## src/rtl/sumator_multiword_ctrl.sv

```systemverilog
// sumator_multiword_ctrl: sequences a NUM_WORDS x WORD_W wide add over one shared external
// WORD_W-bit adder, one word per cycle, LSW first, carry chained through a register.
//
// Ports:
//   clk, rst                 clock (rising edge), synchronous active-high reset
//   in_valid/in_ready, a, b, cin   operand handshake and operands
//   out_valid/out_ready, sum, cout result handshake and wide result
//   add_a, add_b, add_cin    drive to the external adder (zero outside RUN)
//   add_sum, add_cout        result from the external adder
//   sub (only with SUMATOR_CTRL_SUB_EN)  1 = compute a - b instead of a + b + cin
//
// Optional feature macro: SUMATOR_CTRL_SUB_EN
module sumator_multiword_ctrl #(
  parameter int unsigned WORD_W    = 16,
  parameter int unsigned NUM_WORDS = 4
) (
  input  logic                        clk,
  input  logic                        rst,
  input  logic                        in_valid,
  output logic                        in_ready,
  input  logic [WORD_W*NUM_WORDS-1:0] a,
  input  logic [WORD_W*NUM_WORDS-1:0] b,
  input  logic                        cin,
`ifdef SUMATOR_CTRL_SUB_EN
  input  logic                        sub,
`endif
  output logic                        out_valid,
  input  logic                        out_ready,
  output logic [WORD_W*NUM_WORDS-1:0] sum,
  output logic                        cout,
  output logic [WORD_W-1:0]           add_a,
  output logic [WORD_W-1:0]           add_b,
  output logic                        add_cin,
  input  logic [WORD_W-1:0]           add_sum,
  input  logic                        add_cout
);

  localparam int unsigned TotW = WORD_W * NUM_WORDS;
  localparam int unsigned IdxW = (NUM_WORDS > 1) ? $clog2(NUM_WORDS) : 1;

  typedef enum logic [1:0] {StIdle, StRun, StDone} state_e;

  state_e            state_q, state_d;
  logic [IdxW-1:0]   idx_q, idx_d;
  logic [TotW-1:0]   a_q, a_d, b_q, b_d, sum_q, sum_d;
  logic              cin_q, cin_d, carry_q, carry_d, cout_q, cout_d;
  logic              sub_q, sub_d;
  logic              sub_in;

`ifdef SUMATOR_CTRL_SUB_EN
  assign sub_in = sub;
`else
  assign sub_in = 1'b0;
`endif

  always_ff @(posedge clk) begin
    if (rst) begin
      state_q <= StIdle;
      idx_q   <= '0;
      a_q     <= '0;
      b_q     <= '0;
      cin_q   <= 1'b0;
      sub_q   <= 1'b0;
      carry_q <= 1'b0;
      sum_q   <= '0;
      cout_q  <= 1'b0;
    end else begin
      state_q <= state_d;
      idx_q   <= idx_d;
      a_q     <= a_d;
      b_q     <= b_d;
      cin_q   <= cin_d;
      sub_q   <= sub_d;
      carry_q <= carry_d;
      sum_q   <= sum_d;
      cout_q  <= cout_d;
    end
  end

  always_comb begin
    state_d = state_q;
    idx_d   = idx_q;
    a_d     = a_q;
    b_d     = b_q;
    cin_d   = cin_q;
    sub_d   = sub_q;
    carry_d = carry_q;
    sum_d   = sum_q;
    cout_d  = cout_q;
    add_a   = '0;
    add_b   = '0;
    add_cin = 1'b0;

    unique case (state_q)
      StIdle: begin
        if (in_valid) begin
          a_d     = a;
          b_d     = b;
          cin_d   = cin;
          sub_d   = sub_in;
          idx_d   = '0;
          state_d = StRun;
        end
      end
      StRun: begin
        add_a = a_q[idx_q*WORD_W +: WORD_W];
        // Subtract as a + ~b + 1: invert B and force the first carry-in.
        add_b = sub_q ? ~b_q[idx_q*WORD_W +: WORD_W] : b_q[idx_q*WORD_W +: WORD_W];
        if (idx_q == '0) add_cin = sub_q ? 1'b1 : cin_q;
        else             add_cin = carry_q;
        sum_d[idx_q*WORD_W +: WORD_W] = add_sum;
        carry_d = add_cout;
        if (idx_q == IdxW'(NUM_WORDS - 1)) begin
          cout_d  = add_cout;
          state_d = StDone;
        end else begin
          idx_d = idx_q + IdxW'(1);
        end
      end
      StDone: begin
        if (out_ready) state_d = StIdle;
      end
      default: state_d = StIdle;
    endcase
  end

  assign in_ready  = (state_q == StIdle);
  assign out_valid = (state_q == StDone);
  assign sum       = sum_q;
  assign cout      = cout_q;

endmodule

```

## config.mk

```make
export PLATFORM = sky130hd
export DESIGN_NAME = sumator_multiword_ctrl
export DESIGN_NICKNAME = d
export VERILOG_FILES = /design/src/rtl/sumator_multiword_ctrl.sv
export SDC_FILE = /design/constraint.sdc
export NUM_CORES = 1
export LEC_CHECK = 0
export CAP_MARGIN = 10
export CORE_MARGIN = 2
export CORE_UTILIZATION = 42
export CTS_CLUSTER_SIZE = 16
export DETAILED_ROUTE_END_ITERATION = 6
export PLACE_DENSITY = 0.76
export SYNTH_ARGS = -nofsm -noshare
export SYNTH_HDL_FRONTEND = slang
export SYNTH_SLANG_ARGS = --single-unit
```

## constraint.sdc

```tcl
create_clock -name clk -period 2.07 [get_ports clk]
set_input_delay 0.3105 -clock clk [delete_from_list [all_inputs] [get_ports clk]]
set_output_delay 0.3105 -clock clk [all_outputs]
set_load 0.03 [all_outputs]
```

==> results.yml, run 1 <==
status:
  outcome: "complete, but fails checks"
  violations: "negative setup slack"
worst_setup_path:
  crit_slowest_cell: "mux4_2"
  r2r_cells: 9
  cp_max_fo: 7
  required_ps: 1760
  cp.depth: 5
  critPathLaunchType: "register"
  crit_chain: "buf_12 > buf_12 > mux4_2 > and2_4 > buf_6"
  criticalPathCategory: "reg -> out"
  arrival_ps: 1900
  worstPathBufferInverterCount: 3
  crit_path_frequent_cell: "buf_12"
  crit_path_end_kind: "output pin"
  cpLargestDelayFamily: "multiplexers"
  crit_path_max_incr_delay_ps: 490
placement:
  portBuffers: 249
  dp_hpwl_um: 15500
  gp_congestion: 0.817
clocking:
  clock_latency_ps: 430
  root_buffer: "clkbuf_16"
  htree_levels: 4
  cts_tree: "built"
  clock-sinks: 199
  numCtsBuffers: 17
  cts_hold_buffers: 0
  clk_path_buf_depth: 2
  clk_pin_slew_worst_paths_ps: 70
die:
  die_w_um: 142
  coreArea_um2: 18600
  num_rows: 50
  die_area_um2: 20100
  ios: 250
  start_util: 0.428
  dieHeight_um: 142
timing:
  maxSlewViolCount: 0
  finalSetupViolCount: 31
  fin_hold_ws_ps: 424
  max_freq_ghz: 0.451
  skew_ps: 5.31
  hold_violations: 0
  rsz0062_at_grt: "true"
  layout_setup_ws_ps: -145
  tightestPinTransition_ps: 960
  slew_headroom: 0.360
  final.min_clock_period_ps: 2220
  finalCritPeriodShare: 1.07
synth:
  netlist-cell-type-count: 34
  synth.largest_area_cell: "dfxtp_1"
  synth.top_cell.area_share: 0.499
  synthTopCellsByArea: "dfxtp_1 50%, nand2_1 13%, mux4_2 9.0%"
  yosysSeqAreaShare: 0.499
  synth_fp_nets: 1033
  synth_seq_cells: 199
  synth.cell_area_um2: 7980
  ys_warn_count: 0
  synthCells: 878
  syn_avg_cell_area_um2: 9.09
pwr:
  swShare: 0.248
  seq_power_share: 0.476
  power_density_nw_per_um2: 741
  power_w: 0.00860
  clkPwrFrac: 0.372
  intPower_w: 0.00647
  p_leak_nw: 4.33
  p_sw_w: 0.00213
  p_comb_frac: 0.152
  peakVddDrop_v: 0.000561
grt:
  gr-usage-met1: 0.284
  met3_usage: 0.0523
  met2_usage: 0.377
  antenna_found_initial: 0
  grt_pass1_wl_um: 35800
  grt_remaining_overflow: 0
  grt_pass1_vias: 6988
  top_usage_layer: "met2"
  groute.usage.overall: 0.226
  grt_max_degree: 92
finish:
  layout_commonest_cell: "nand2_1"
  antenna-diode-count: 0
  drive_gt1_frac: 0.163
  final_cell_mix: "276 x nand2_1, 213 x clkdlybuf4s50_1, 197 x dfxtp_1"
  fin_nets: 1270
  area_growth_pct: 45.5
drt:
  vias_per_cell: 5.14
  dr.pass1.iters: 5
  drc: 0
  routed_wl_um: 22600
  vias: 6991
  drt-wirelength-per-cell_um: 16.7
  ant_nets: 0
  dr.first_iter.drc_count: 318
min_path:
  holdPathStages: 3
  hp-class: "in -> reg"
job:
  maxCapViolCount: 0
power by group through the flow:
stage	Sequential, W	Combinational (W)	Clock, W
floorplan	0.00418	0.000628	0
global placement	0.00417	0.00120	0
detailed placement	0.00418	0.00122	0
CTS	0.00409	0.00132	0.00327
global route	0.00411	0.00142	0.00342
finish	0.00409	0.00131	0.00320
final cells by class:
| class | instances | area [µm²] |
|---|---|---|
| Clock inverter | 11 | 126 |
| Tap cell | 234 | 293 |
| Fill cell | 1566 | 7030 |
| Timing Repair Buffer | 293 | 3060 |
| Inverter | 36 | 143 |
| Multi-Input combinational cell | 568 | 3570 |
| Clock buffer | 19 | 433 |
| Sequential cell | 199 | 3990 |
cells in the mapped netlist (all sizes together):
| cell | count |
|---|---|
| a22o | 32 |
| nand2b | 1 |
| and4 | 1 |
| nor4b | 1 |
| and4b | 1 |
| o32ai | 32 |
| nand4 | 1 |
| buf | 48 |
| nor3b | 1 |
| a21oi | 133 |
| nand4b | 1 |
| clkbuf | 27 |
| clkinv | 1 |
| o21a | 1 |
| and2 | 32 |
| dfxtp | 199 |
| inv | 35 |
| mux2i | 3 |
| nand2 | 276 |
| nor2b | 3 |
| or3b | 1 |
| and3b | 2 |
| mux4 | 32 |
| o2111ai | 1 |
| nor2 | 4 |
| o41ai | 1 |
| nor3 | 1 |
| o211ai | 1 |
| ha | 5 |
| nand3 | 1 |
metal layers:
layer,up-vias,wire (µm)
li1,3466,-
met1,3254,9750
met2,235,10900
met3,36,1400
met4,0,599
met5,-,0
per-stage QoR:
| step | setup TNS (ps) | setup slack, ps | std cells | instance area (µm²) | util |
|---|---|---|---|---|---|
| 6_report | -2190 | -145 | 1360 | 11600 | 0.623 |
| 3_5_place_dp | -1660 | -64.5 | 1316 | 10800 | 0.577 |
| 2_1_floorplan | 0 | 6.12 | 878 | 7980 | - |
| 5_1_grt | -4220 | -215 | 1360 | 11600 | 0.623 |
| 4_1_cts | -3720 | -167 | 1357 | 11600 | 0.623 |
| 3_3_place_gp | -517 | -41.0 | 1316 | 10800 | 0.577 |
state kept, by name, summed over array words and instances, names as in the netlist:
| signal | cells |
|---|---|
| idx_q | 2 |
| cout | 1 |
| b_q | 64 |
| carry_q | 1 |
| cin_q | 1 |
| a_q | 64 |
| state_q | 2 |
| sum | 64 |
logic make-up after synthesis:
| family | Yosys count | synth area share |
|---|---|---|
| AO/OA/AOI/OAI | 201 | 0.159 |
| multiplexers | 35 | 0.0941 |
| AND/OR/NAND/NOR | 327 | 0.173 |
| flip-flops | 199 | 0.499 |
| buffers and inverters | 111 | 0.0662 |
| adder cells (fa/ha/maj) | 5 | 0.00784 |
repair_timing:
action / in CTS / in global routing
resized for setup: 194 / 7
gates cloned: 2 / 0
setup endpoints to repair: 50 / 66
pin swaps: 2 / 1
buffers inserted: 9 / 5
worst min-delay path: stages:
cell	delay, ps
clkdlybuf4s50_1	390
nand2_1	50
a21oi_1	50
path summary, 6_finish.rpt:
kind	startpoint	to	slack (ps)
setup / recovery	idx_q[0]	add_a[9]	-150
hold reg to reg	a_q[10]	a_q[10]	450
hold / removal	a[63]	a_q[63]	420
setup reg to reg	idx_q[0]	sum[40]	150
Power figures use the tool's default switching activity.
==> run 2: changes to the inputs <==
--- a/config.mk
+++ b/config.mk
@@ -14,3 +14,4 @@
 export SYNTH_ARGS = -nofsm -noshare
 export SYNTH_HDL_FRONTEND = slang
 export SYNTH_SLANG_ARGS = --single-unit
+export TNS_END_PERCENT = 50
==> run 2 against run 1 <==
The flow still finishes with violations (negative setup slack). Non-clock buffer count is 2 lower. Combinational power hardly changed. Clock skew about the same. Register-to-register slack improved by 50 ps. Clock-buffer cell count stayed put. Die area unchanged. Hold slack barely moved. Maximum frequency barely moved. Critical path depth unchanged. Routed wire length barely moved. Largest cell class unchanged.
==> results.yml, run 2 (synthesis gave the netlist of run 1 again) <==
clocking:
  clk_pin_slew_worst_paths_ps: 70
  clock-sinks: 199
  cts_tree: "built"
  clock_latency_ps: 430
  numCtsBuffers: 17
  htree_levels: 4
  root_buffer: "clkbuf_16"
  clk_path_buf_depth: 2
  cts_hold_buffers: 0
min_path:
  worstHoldStart: "a[63]"
  holdPathStages: 3
  whs_endpoint: "a_q[63]"
  hp-class: "in -> reg"
drt:
  routed_wl_um: 22700
  vias_per_cell: 5.16
  dr.pass1.iters: 5
  drc: 0
  ant_nets: 0
  drt-wirelength-per-cell_um: 16.7
  dr.first_iter.drc_count: 314
  vias: 7005
pwr:
  clkPwrFrac: 0.372
  swShare: 0.248
  seq_power_share: 0.476
  p_sw_w: 0.00213
  peakVddDrop_v: 0.000564
  p_comb_frac: 0.152
  intPower_w: 0.00647
  power_w: 0.00860
  power_density_nw_per_um2: 742
  p_leak_nw: 4.33
grt:
  grt_pass1_wl_um: 35800
  top_usage_layer: "met2"
  gr-usage-met1: 0.283
  antenna_found_initial: 0
  grt_pass1_vias: 6972
  groute.usage.overall: 0.226
  grt_max_degree: 92
  met2_usage: 0.378
  met3_usage: 0.0523
  grt_remaining_overflow: 0
timing:
  finalSetupTns_ps: -2170
  layout_setup_ws_ps: -145
  final.min_clock_period_ps: 2220
  tightestPinTransition_ps: 953
  rsz0062_at_grt: "true"
  finalSetupViolCount: 30
  hold_violations: 0
  finalCritPeriodShare: 1.07
  maxSlewViolCount: 0
  skew_ps: 5.39
  max_freq_ghz: 0.451
  slew_headroom: 0.365
finish:
  area_growth_pct: 45.3
  fill_cells: 1564
  drive_gt1_frac: 0.161
  final_cell_mix: "276 x nand2_1, 213 x clkdlybuf4s50_1, 197 x dfxtp_1"
  final_cell_area_um2: 11600
  fin_cells: 1358
  fin_nets: 1268
  layout_commonest_cell: "nand2_1"
  antenna-diode-count: 0
worst_setup_path:
  criticalPathCategory: "reg -> out"
  r2r_cells: 8
  arrival_ps: 1900
  cp_max_fo: 7
  crit_path_end_kind: "output pin"
  crit_chain: "buf_12 > buf_12 > mux4_2 > and2_4 > buf_6"
  crit_path_frequent_cell: "buf_12"
  crit_slowest_cell: "mux4_2"
  required_ps: 1760
  rrSetupSlack_ps: 200
  rr_startpoint: "idx_q[0]"
  cpLargestDelayFamily: "multiplexers"
  worstPathBufferInverterCount: 3
  critPathLaunchType: "register"
  r2r_end: "sum[40]"
  crit_path_max_incr_delay_ps: 490
die:
  num_rows: 50
  ios: 250
  die_w_um: 142
  start_util: 0.428
  die_area_um2: 20100
  dieHeight_um: 142
  coreArea_um2: 18600
job:
  maxCapViolCount: 0
placement:
  dp_worst_setup_slack_ps: -64.5
  gp_congestion: 0.817
  place_area_um2: 10800
  portBuffers: 249
  dp_hpwl_um: 15500
  dp.cells: 1316
status:
  outcome: "complete, but fails checks"
  violations: "negative setup slack"
==> run 2: changes by cell type in the layout (fill, tap and decap cells not counted), sizes merged <==
| cell | previous run | this run |
|---|---|---|
| buf | 78 | 76 |
==> run 2: worst reg2reg max path, stage by stage, from the launching register on <==
cell	delay, ps
dfxtp_4	420
buf_12	160
buf_8	140
inv_8	40
ha_1	290
buf_4	160
and4_1	170
buf_12	150
a22o_1	240
==> run 2: cell type report <==
class                           count  area, µm²  share of cell area
Clock buffer                       19        433              0.0373
Clock inverter                     11        126              0.0109
Inverter                           36        143              0.0123
Multi-Input combinational cell    568       3570               0.308
Sequential cell                   199       3990               0.344
Tap cell                          234        293              0.0253
Timing Repair Buffer              291       3040               0.262
==> run 2: worst max path at each step <==
| stage | start | depth (start not counted) | endpoint |
|---|---|---|---|
| CTS | idx_q[0] | 5 | add_a[9] |
| finish | idx_q[0] | 5 | add_a[9] |
| floorplan | idx_q[1] | 9 | sum[10] |
| global route | idx_q[0] | 5 | add_a[9] |
| global placement | idx_q[0] | 4 | add_b[10] |
| detailed placement | idx_q[0] | 4 | add_b[7] |
==> run 2: power groups by stage <==
stage	Combinational, W	Clock (W)	Sequential (W)
6_report	0.00131	0.00320	0.00409
5_1_grt	0.00141	0.00342	0.00411
4_1_cts	0.00131	0.00327	0.00409
3_5_place_dp	0.00122	0	0.00418
3_3_place_gp	0.00120	0	0.00417
2_1_floorplan	0.000628	0	0.00418
==> run 2: routing by layer <==
metal | up-vias | routed length, µm
li1 | 3470 | -
met1 | 3248 | 9660
met2 | 247 | 10900
met3 | 40 | 1450
met4 | 0 | 636
met5 | - | 0
==> run 2: stage by stage <==
step                      utilization  hold slack [ps]
after floorplan                     -              433
after global placement          0.577              439
after detailed placement        0.577              445
after CTS                       0.622              407
after global routing            0.622              420
final                           0.622              424
==> run 2: repair_timing <==
item	4_1_cts	5_1_grt
cloned	2	0
setup endpoints to repair	50	50
pin swaps	2	1
setup buffers	6	6
resized for setup	194	6
